[src/rtl/univ_shift_reg_if.sv]
// -----------------------------------------------------------------------------
// univ_shift_reg_if
// Groups the control, serial and parallel signals of the universal shift
// register. clk and rst are not part of the bundle; they stay plain ports.
//
//   mode       2      00 hold, 01 shift right, 10 shift left, 11 parallel load
//   si_r       1      serial in for right shift (enters MSB)
//   si_l       1      serial in for left shift (enters LSB)
//   pi         WIDTH  parallel load data
//   po         WIDTH  registered register contents
//   so_r       1      serial out, right direction (po[0])
//   so_l       1      serial out, left direction (po[WIDTH-1])
//   shift_cnt  CNT_W  shifts completed in the current word, 0..WIDTH-1
//   word_done  1      one-cycle pulse after the WIDTH-th shift of a word
//
// master : the side that drives mode/serial/parallel inputs (upstream logic)
// slave  : the shift register itself
// -----------------------------------------------------------------------------
interface univ_shift_reg_if #(
    parameter int WIDTH = 8
);
    localparam int CNT_W = $clog2(WIDTH) + 1;

    logic [1:0]       mode;
    logic             si_r;
    logic             si_l;
    logic [WIDTH-1:0] pi;
    logic [WIDTH-1:0] po;
    logic             so_r;
    logic             so_l;
    logic [CNT_W-1:0] shift_cnt;
    logic             word_done;

    modport master (
        output mode, si_r, si_l, pi,
        input  po, so_r, so_l, shift_cnt, word_done
    );

    modport slave (
        input  mode, si_r, si_l, pi,
        output po, so_r, so_l, shift_cnt, word_done
    );
endinterface

[src/rtl/univ_shift_reg.sv]
// -----------------------------------------------------------------------------
// univ_shift_reg
// Parametrised universal shift register: hold, shift right, shift left and
// parallel load, serial I/O at both ends. A shift counter frames WIDTH-bit
// words and produces a registered one-cycle word_done pulse when the WIDTH-th
// shift of a word completes. Left and right shifts count together.
//
// Ports:
//   clk   in   rising-edge clock
//   rst   in   synchronous reset, active-high (overrides mode)
//   bus   slave modport of univ_shift_reg_if (mode, si_r, si_l, pi,
//         po, so_r, so_l, shift_cnt, word_done)
// -----------------------------------------------------------------------------
module univ_shift_reg #(
    parameter int WIDTH = 8
) (
    input  logic            clk,
    input  logic            rst,
    univ_shift_reg_if.slave bus
);
    localparam int CNT_W = $clog2(WIDTH) + 1;
    localparam logic [CNT_W-1:0] CNT_LAST = CNT_W'(WIDTH - 1);

    typedef enum logic [1:0] {
        MODE_HOLD  = 2'b00,
        MODE_SHR   = 2'b01,
        MODE_SHL   = 2'b10,
        MODE_LOAD  = 2'b11
    } mode_e;

    logic [WIDTH-1:0] r_po;
    logic [CNT_W-1:0] r_cnt;
    logic             r_done;

    logic [WIDTH-1:0] w_po_next;
    logic [CNT_W-1:0] w_cnt_next;
    logic             w_done_next;

    logic [WIDTH-1:0] w_shr;
    logic [WIDTH-1:0] w_shl;
    logic [CNT_W-1:0] w_cnt_adv;
    logic             w_cnt_wrap;

    // Shifted images of the register, one bit slice per position.
    genvar gi;
    generate
        for (gi = 0; gi < WIDTH; gi++) begin : g_bit
            if (gi == WIDTH - 1) begin : g_msb
                assign w_shr[gi] = bus.si_r;
            end else begin : g_not_msb
                assign w_shr[gi] = r_po[gi+1];
            end
            if (gi == 0) begin : g_lsb
                assign w_shl[gi] = bus.si_l;
            end else begin : g_not_lsb
                assign w_shl[gi] = r_po[gi-1];
            end
        end
    endgenerate

    // Counter advance shared by both shift directions; wrapping at the last
    // position closes the word and raises word_done for the next cycle.
    assign w_cnt_wrap = (r_cnt == CNT_LAST);
    assign w_cnt_adv  = w_cnt_wrap ? '0 : r_cnt + CNT_W'(1);

    always_comb begin
        w_po_next   = r_po;
        w_cnt_next  = r_cnt;
        w_done_next = 1'b0;
        case (mode_e'(bus.mode))
            MODE_HOLD: begin
                w_po_next  = r_po;
                w_cnt_next = r_cnt;
            end
            MODE_SHR: begin
                w_po_next   = w_shr;
                w_cnt_next  = w_cnt_adv;
                w_done_next = w_cnt_wrap;
            end
            MODE_SHL: begin
                w_po_next   = w_shl;
                w_cnt_next  = w_cnt_adv;
                w_done_next = w_cnt_wrap;
            end
            MODE_LOAD: begin
                // A load starts a fresh word.
                w_po_next  = bus.pi;
                w_cnt_next = '0;
            end
            default: begin
                w_po_next  = r_po;
                w_cnt_next = r_cnt;
            end
        endcase
    end

    always_ff @(posedge clk) begin
        if (rst) begin
            r_po   <= '0;
            r_cnt  <= '0;
            r_done <= 1'b0;
        end else begin
            r_po   <= w_po_next;
            r_cnt  <= w_cnt_next;
            r_done <= w_done_next;
        end
    end

    assign bus.po        = r_po;
    assign bus.so_r      = r_po[0];
    assign bus.so_l      = r_po[WIDTH-1];
    assign bus.shift_cnt = r_cnt;
    assign bus.word_done = r_done;

endmodule

[src/flat_wrapper.sv]
// flat-port wrapper written by rule: the top's interface ports become plain ports
module univ_shift_reg_flat 
#(
    parameter int WIDTH = 8
)
  (clk, rst, bus_mode, bus_si_r, bus_si_l, bus_pi, bus_po, bus_so_r, bus_so_l, bus_shift_cnt, bus_word_done);
  univ_shift_reg_if #(.WIDTH(WIDTH)) bus_i ();
  input  logic clk;
  input  logic rst;
  input wire logic [$bits(bus_i.mode)-1:0] bus_mode;
  input wire logic [$bits(bus_i.si_r)-1:0] bus_si_r;
  input wire logic [$bits(bus_i.si_l)-1:0] bus_si_l;
  input wire logic [$bits(bus_i.pi)-1:0] bus_pi;
  output wire logic [$bits(bus_i.po)-1:0] bus_po;
  output wire logic [$bits(bus_i.so_r)-1:0] bus_so_r;
  output wire logic [$bits(bus_i.so_l)-1:0] bus_so_l;
  output wire logic [$bits(bus_i.shift_cnt)-1:0] bus_shift_cnt;
  output wire logic [$bits(bus_i.word_done)-1:0] bus_word_done;
  assign bus_i.mode = bus_mode;
  assign bus_i.si_r = bus_si_r;
  assign bus_i.si_l = bus_si_l;
  assign bus_i.pi = bus_pi;
  assign bus_po = bus_i.po;
  assign bus_so_r = bus_i.so_r;
  assign bus_so_l = bus_i.so_l;
  assign bus_shift_cnt = bus_i.shift_cnt;
  assign bus_word_done = bus_i.word_done;
  univ_shift_reg #(.WIDTH(WIDTH)) u_core (.clk(clk), .rst(rst), .bus(bus_i));
endmodule
[config.mk]
export PLATFORM = sky130hd
export DESIGN_NAME = univ_shift_reg_flat
export DESIGN_NICKNAME = d
export VERILOG_FILES = /design/src/rtl/univ_shift_reg_if.sv /design/src/rtl/univ_shift_reg.sv /design/src/flat_wrapper.sv
export SDC_FILE = /design/constraint.sdc
export NUM_CORES = 1
export LEC_CHECK = 0
export CAP_MARGIN = 30
export CORE_UTILIZATION = 30
export DETAILED_ROUTE_END_ITERATION = 8
export PLACE_DENSITY_LB_ADDON = 0.25
export SKIP_CTS_REPAIR_TIMING = 1
export SYNTH_ARGS = -nofsm -noshare
export SYNTH_HDL_FRONTEND = slang
export SYNTH_SLANG_ARGS = --single-unit
[constraint.sdc]
create_clock -name clk -period 2.2 [get_ports clk]
set_input_delay 0.33 -clock clk [delete_from_list [all_inputs] [get_ports clk]]
set_output_delay 0.33 -clock clk [all_outputs]
set_load 0.005 [all_outputs]
==> impl_metrics.py, run 1 <==
metrics = {
    "setup_path": {
        "cp_top_family": "buffers and inverters",
        "critical_path_class": "input pin to flip-flop",
        "crit_cells": 6,
        "critPathArrivalTime_ns": 1.78,
        "critPathCaptureType": "flip-flop",
        "crit_slowest_cell": "clkdlybuf4s50_1",
        "cp.required_ns": 2.39,
        "crit_fanout": 9,
        "cp_num_buf_inv": 2,
        "reg2reg_depth": 4,
        "startpoint_type": "input pin",
        "critical-path-max-stage-delay_ns": 0.48,
        "crit_chain": "clkdlybuf4s50_1 -> inv_1 -> ha_1 -> nor2_4 -> a22oi_1 -> a221oi_1",
    },
    "drt": {
        "vias": 672,
        "drt-vias-per-instance": 5.09,
        "routedWlPerCell_microns": 12.9,
        "routed_wl_microns": 1700,
        "drc": 0,
        "antenna_left": 0,
        "drt_iter0_drc": 14,
        "first_pass_iters": 4,
    },
    "global_route": {
        "grt_max_degree": 22,
        "antenna_found_initial": 0,
        "grt_pass1_vias": 607,
        "overflow": 0,
        "grt.busiest_layer": "met2",
        "grtUsageMet1": 0.159,
        "use_met3": 0.0432,
        "grt.total_usage": 0.148,
        "grt_pass1_wl_microns": 2750,
        "grt_util_met2": 0.261,
    },
    "layout": {
        "utilization": 0.485,
        "num_antenna_cells": 0,
        "nFillCells": 202,
        "area_growth_pct": 45.2,
        "nets": 124,
        "drive_gt1_frac": 0.0857,
    },
    "power_and_ir_drop": {
        "leakagePower_nw": 0.366,
        "cellPowerDensity_nw_per_um2": 546,
        "ir_drop_mv": 0.308,
    },
    "synth": {
        "synthMostInstantiatedCell": "dfxtp_1",
        "synth_edf_count": 0,
        "synthTopCellsByCount": "13 x dfxtp_1, 10 x a221oi_1, 10 x inv_1",
        "netlist_top_cells_area": "dfxtp_1 38%, a221oi_1 13%, ha_1 7.3%, a22oi_1 6.5%, inv_1 5.4%",
        "yosys.area.top_type_share": 0.377,
        "syn_area_sq_um": 689,
        "syn_nets": 95,
        "yosys.area.top_type": "dfxtp_1",
        "synth-seq-cells": 13,
        "synthArstFlopShare": 0,
        "syn_area_per_cell_sq_um": 8.95,
        "synth_cell_type_count": 22,
        "seq_area_frac_synth": 0.377,
        "synth_top_flop_cell": "dfxtp_1",
        "yosysWarnings": 0,
        "syn_inst": 77,
    },
    "sta": {
        "max_slew_margin": 0.634,
        "min_period_ns": 1.59,
        "whs_ns": 0.510,
        "tns_ns": 0,
        "finalHoldViolations": 0,
        "finalCritPeriodShare": 0.723,
        "max_freq_ghz": 0.629,
        "maxSlewViolCount": 0,
        "tightest_slew_ns": 0.548,
        "fin_skew_ns": 0.00467,
        "setup_viol": 0,
        "rsz0062_at_grt": "no",
    },
    "placement": {
        "routabilityCongestion": 0.750,
        "dp.final_hpwl_microns": 1160,
        "portBuffers": 28,
    },
    "cts": {
        "cts-root-buf": "clkbuf_4",
        "clkTransAtPathRegs_ns": 0.08,
        "clk_path_buf_depth": 2,
        "cts_tree": "done",
        "clk_latency_ns": 0.28,
        "htreeDepth": 1,
        "cts_buffers": 3,
        "clkSinkCount": 13,
    },
    "hold_path": {
        "hp-class": "flip-flop to flip-flop",
        "hold_depth": 2,
    },
    "run": {
        "cap_violations": 0,
    },
    "floorplan": {
        "dieArea_sq_um": 2490,
        "start_util": 0.334,
        "row_count": 16,
        "io_pins": 29,
        "die_h_microns": 49.9,
        "core_area_sq_um": 2060,
        "die_width_microns": 49.9,
    },
    "run_status": {
        "status": "finished, final reports clean",
    },
}
tightest hold or removal path, cell delays in order, from the launching register on:
cell and delay (ns):
dfxtp_1 0.34, inv_1 0.06, a221oi_1 0.06
path summary, 6_finish.rpt:
check | start | endpoint | slack, ns
min | u_core.bus.po[0] | u_core.bus.po[0] | 0.51
min reg2reg | u_core.bus.po[0] | u_core.bus.po[0] | 0.51
max reg2reg | u_core.bus.shift_cnt[0] | u_core.bus.shift_cnt[3] | 1.08
max | bus_mode[0] | u_core.bus.po[5] | 0.61
placed cells by master (no fill, tap or decap), drive strengths merged:
cell	Yosys	layout
buf	6	3
nor2	5	5
a21oi	7	7
clkbuf	1	4
ha	4	4
a31oi	1	1
nor3b	1	1
a221oi	11	11
nand3b	2	2
nand4b	1	1
nand3	1	1
a22oi	6	6
nand2	4	4
o21ai	3	3
inv	10	10
dfxtp	13	13
clkdlybuf4s50	0	28
and3	1	1
where the power goes:
part / internal (mW) / total (mW) / switching, mW
Clock: 0.0704 / 0.150 / 0.0800
Sequential: 0.251 / 0.268 / 0.0173
Combinational: 0.0775 / 0.128 / 0.0510
Total: 0.399 / 0.547 / 0.148
layer usage:
| metal | share of wire | vias to the layer above |
|---|---|---|
| li1 | - | 336 |
| met1 | 0.42 | 302 |
| met2 | 0.48 | 29 |
| met3 | 0.077 | 5 |
| met4 | 0.019 | 0 |
| met5 | 0 | - |
logic make-up after synthesis:
kind of cell / after synthesis / synth area share
compound gates: 28 / 0.296
flops: 13 / 0.377
buf+inv: 17 / 0.129
simple gates: 15 / 0.125
fa+ha+maj: 4 / 0.0726
final cells by class:
class	instances	area, sq um	share of cell area
Clock buffer	4	26.3	0.0263
Inverter	10	37.5	0.0375
Multi-Input combinational cell	47	340	0.340
Tap cell	27	33.8	0.0338
Sequential cell	13	260	0.260
Timing Repair Buffer	31	303	0.302
registers in the layout, indices dropped and copies added (netlist names):
register and cells:
u_core.bus.word_done 1, u_core.bus.po 8, u_core.bus.shift_cnt 4
per-stage QoR:
step / power (mW) / cells / setup slack, ns / area (sq um)
after global routing: 0.580 / 132 / 0.487 / 1000
after global placement: 0.400 / 128 / 0.375 / 975
final: 0.547 / 132 / 0.610 / 1000
after CTS: 0.557 / 132 / 0.613 / 1000
after detailed placement: 0.401 / 128 / 0.316 / 975
after floorplan: 0.334 / 77 / 0.987 / 689
(Power assumes the default switching activity.)
==> run 2: changes to the inputs <==
==> constraint.sdc (replaced) <==
create_clock -name clk -period 1.6 [get_ports clk]
set_input_delay 0.24 -clock clk [delete_from_list [all_inputs] [get_ports clk]]
set_output_delay 0.24 -clock clk [all_outputs]
set_load 0.005 [all_outputs]
==> run 2 against run 1 <==
  * Critical path depth shrank 5
  * Clock skew shrank 0.0011 ns
  * Sequential share of layout area shrank 0.70 points
  * Critical path type is now flip-flop to output pin
  * Clock power grew 43%
  * Die area is the same
  * Cell area grew 2.8%
==> impl_metrics.py, run 2 (synthesis results as in run 1) <==
metrics = {
    "cts": {
        "clkTransAtPathRegs_ns": 0.08,
        "htreeDepth": 1,
        "clkSinkCount": 13,
        "clk_path_buf_depth": 2,
        "cts_tree": "done",
        "cts_buffers": 3,
        "clk_latency_ns": 0.29,
        "cts-root-buf": "clkbuf_4",
    },
    "setup_path": {
        "cp_top_family": "buffers and inverters",
        "critical_path_class": "flip-flop to output pin",
        "startpoint_type": "flip-flop",
        "critical-path-max-stage-delay_ns": 0.54,
        "cp_num_buf_inv": 1,
        "critPathCaptureType": "output pin",
        "crit_slowest_cell": "clkdlybuf4s50_1",
        "crit_fanout": 6,
        "cp.required_ns": 1.36,
        "critPathArrivalTime_ns": 1.25,
        "crit_chain": "clkdlybuf4s50_1",
    },
    "drt": {
        "drt_iter0_drc": 13,
        "routedWlPerCell_microns": 12.5,
        "drc": 0,
        "antenna_left": 0,
        "first_pass_iters": 4,
        "vias": 671,
        "routed_wl_microns": 1670,
        "drt-vias-per-instance": 5.01,
    },
    "floorplan": {
        "die_width_microns": 49.9,
        "die_h_microns": 49.9,
        "core_area_sq_um": 2060,
        "row_count": 16,
        "io_pins": 29,
        "start_util": 0.334,
        "dieArea_sq_um": 2490,
    },
    "sta": {
        "rsz0062_at_grt": "no",
        "fin_ws_ns": 0.110,
        "max_slew_margin": 0.783,
        "finalCritPeriodShare": 0.931,
        "finalHoldViolations": 0,
        "max_freq_ghz": 0.671,
        "fin_skew_ns": 0.00360,
        "whs_ns": 0.503,
        "tightest_slew_ns": 0.325,
        "setup_viol": 0,
        "min_period_ns": 1.49,
        "maxSlewViolCount": 0,
    },
    "layout": {
        "nFillCells": 216,
        "drive_gt1_frac": 0.103,
        "final_common_cell": "clkdlybuf4s50_1",
        "num_antenna_cells": 0,
        "area_growth_pct": 49.2,
        "layout_common_cells": "28 x clkdlybuf4s50_1, 13 x dfxtp_1, 10 x inv_1, 10 x a221oi_1, 7 x a21oi_1",
        "largest_reg_flops": 8,
        "nets": 126,
    },
    "global_route": {
        "antenna_found_initial": 0,
        "grt_pass1_vias": 700,
        "grt.total_usage": 0.159,
        "overflow": 0,
        "grt_max_degree": 22,
        "grt_pass1_wl_microns": 2980,
    },
    "placement": {
        "dp.final_hpwl_microns": 1160,
        "post-place-ws_ns": -0.121,
        "routabilityCongestion": 0.810,
        "portBuffers": 28,
    },
    "power_and_ir_drop": {
        "ir_drop_mv": 0.481,
        "cellPowerDensity_nw_per_um2": 746,
        "leakagePower_nw": 0.380,
    },
    "hold_path": {
        "hp-class": "flip-flop to flip-flop",
    },
    "run": {
        "cap_violations": 0,
    },
    "run_status": {
        "status": "finished, final reports clean",
    },
}
run 2: cell count changes in the layout (fill, tap and decap cells not counted):
cell / change
buf_4: +1
buf_12: +1
run 2: path summary, 6_finish.rpt:
check / startpoint / end / slack [ns] / cells past startpoint
max: u_core.bus.shift_cnt[0] / bus_shift_cnt[0] / 0.11 / 1
min: u_core.bus.shift_cnt[3] / u_core.bus.shift_cnt[3] / 0.50 / 2
max reg2reg: u_core.bus.shift_cnt[0] / u_core.bus.shift_cnt[3] / 0.51 / 4
min reg2reg: u_core.bus.shift_cnt[3] / u_core.bus.shift_cnt[3] / 0.50 / 2
run 2: power by group:
part | internal [mW] | total (mW) | switching (mW)
Sequential | 0.345 | 0.368 | 0.0237
Combinational | 0.113 | 0.183 | 0.0699
Clock | 0.0971 | 0.215 | 0.118
run 2: routing by layer:
metal  track usage  part of all wire  wire length, microns
met5             0                 0                     0
met4        0.0714             0.015                    25
met1         0.187              0.46                   771
met3        0.0586             0.076                   128
met2         0.255              0.45                   749
run 2: layout make-up:
| class | instances | area, sq um | area share |
|---|---|---|---|
| repair buffers | 33 | 330 | 0.321 |
| flip-flops and latches | 13 | 260 | 0.253 |
| multi-input cells | 47 | 340 | 0.331 |
| inverters | 10 | 37.5 | 0.0365 |
| clock buffers | 4 | 26.3 | 0.0255 |
| well taps | 27 | 33.8 | 0.0328 |
run 2: per-stage QoR:
step	utilization	instances	setup TNS (ns)	total power, mW	instance area (sq um)
after floorplan	-	77	0	0.459	689
after global placement	0.486	130	-0.848	0.558	1000
after detailed placement	0.486	130	-1.12	0.560	1000
after CTS	0.499	134	0	0.779	1030
after global routing	0.499	134	0	0.821	1030
final	0.499	134	0	0.767	1030
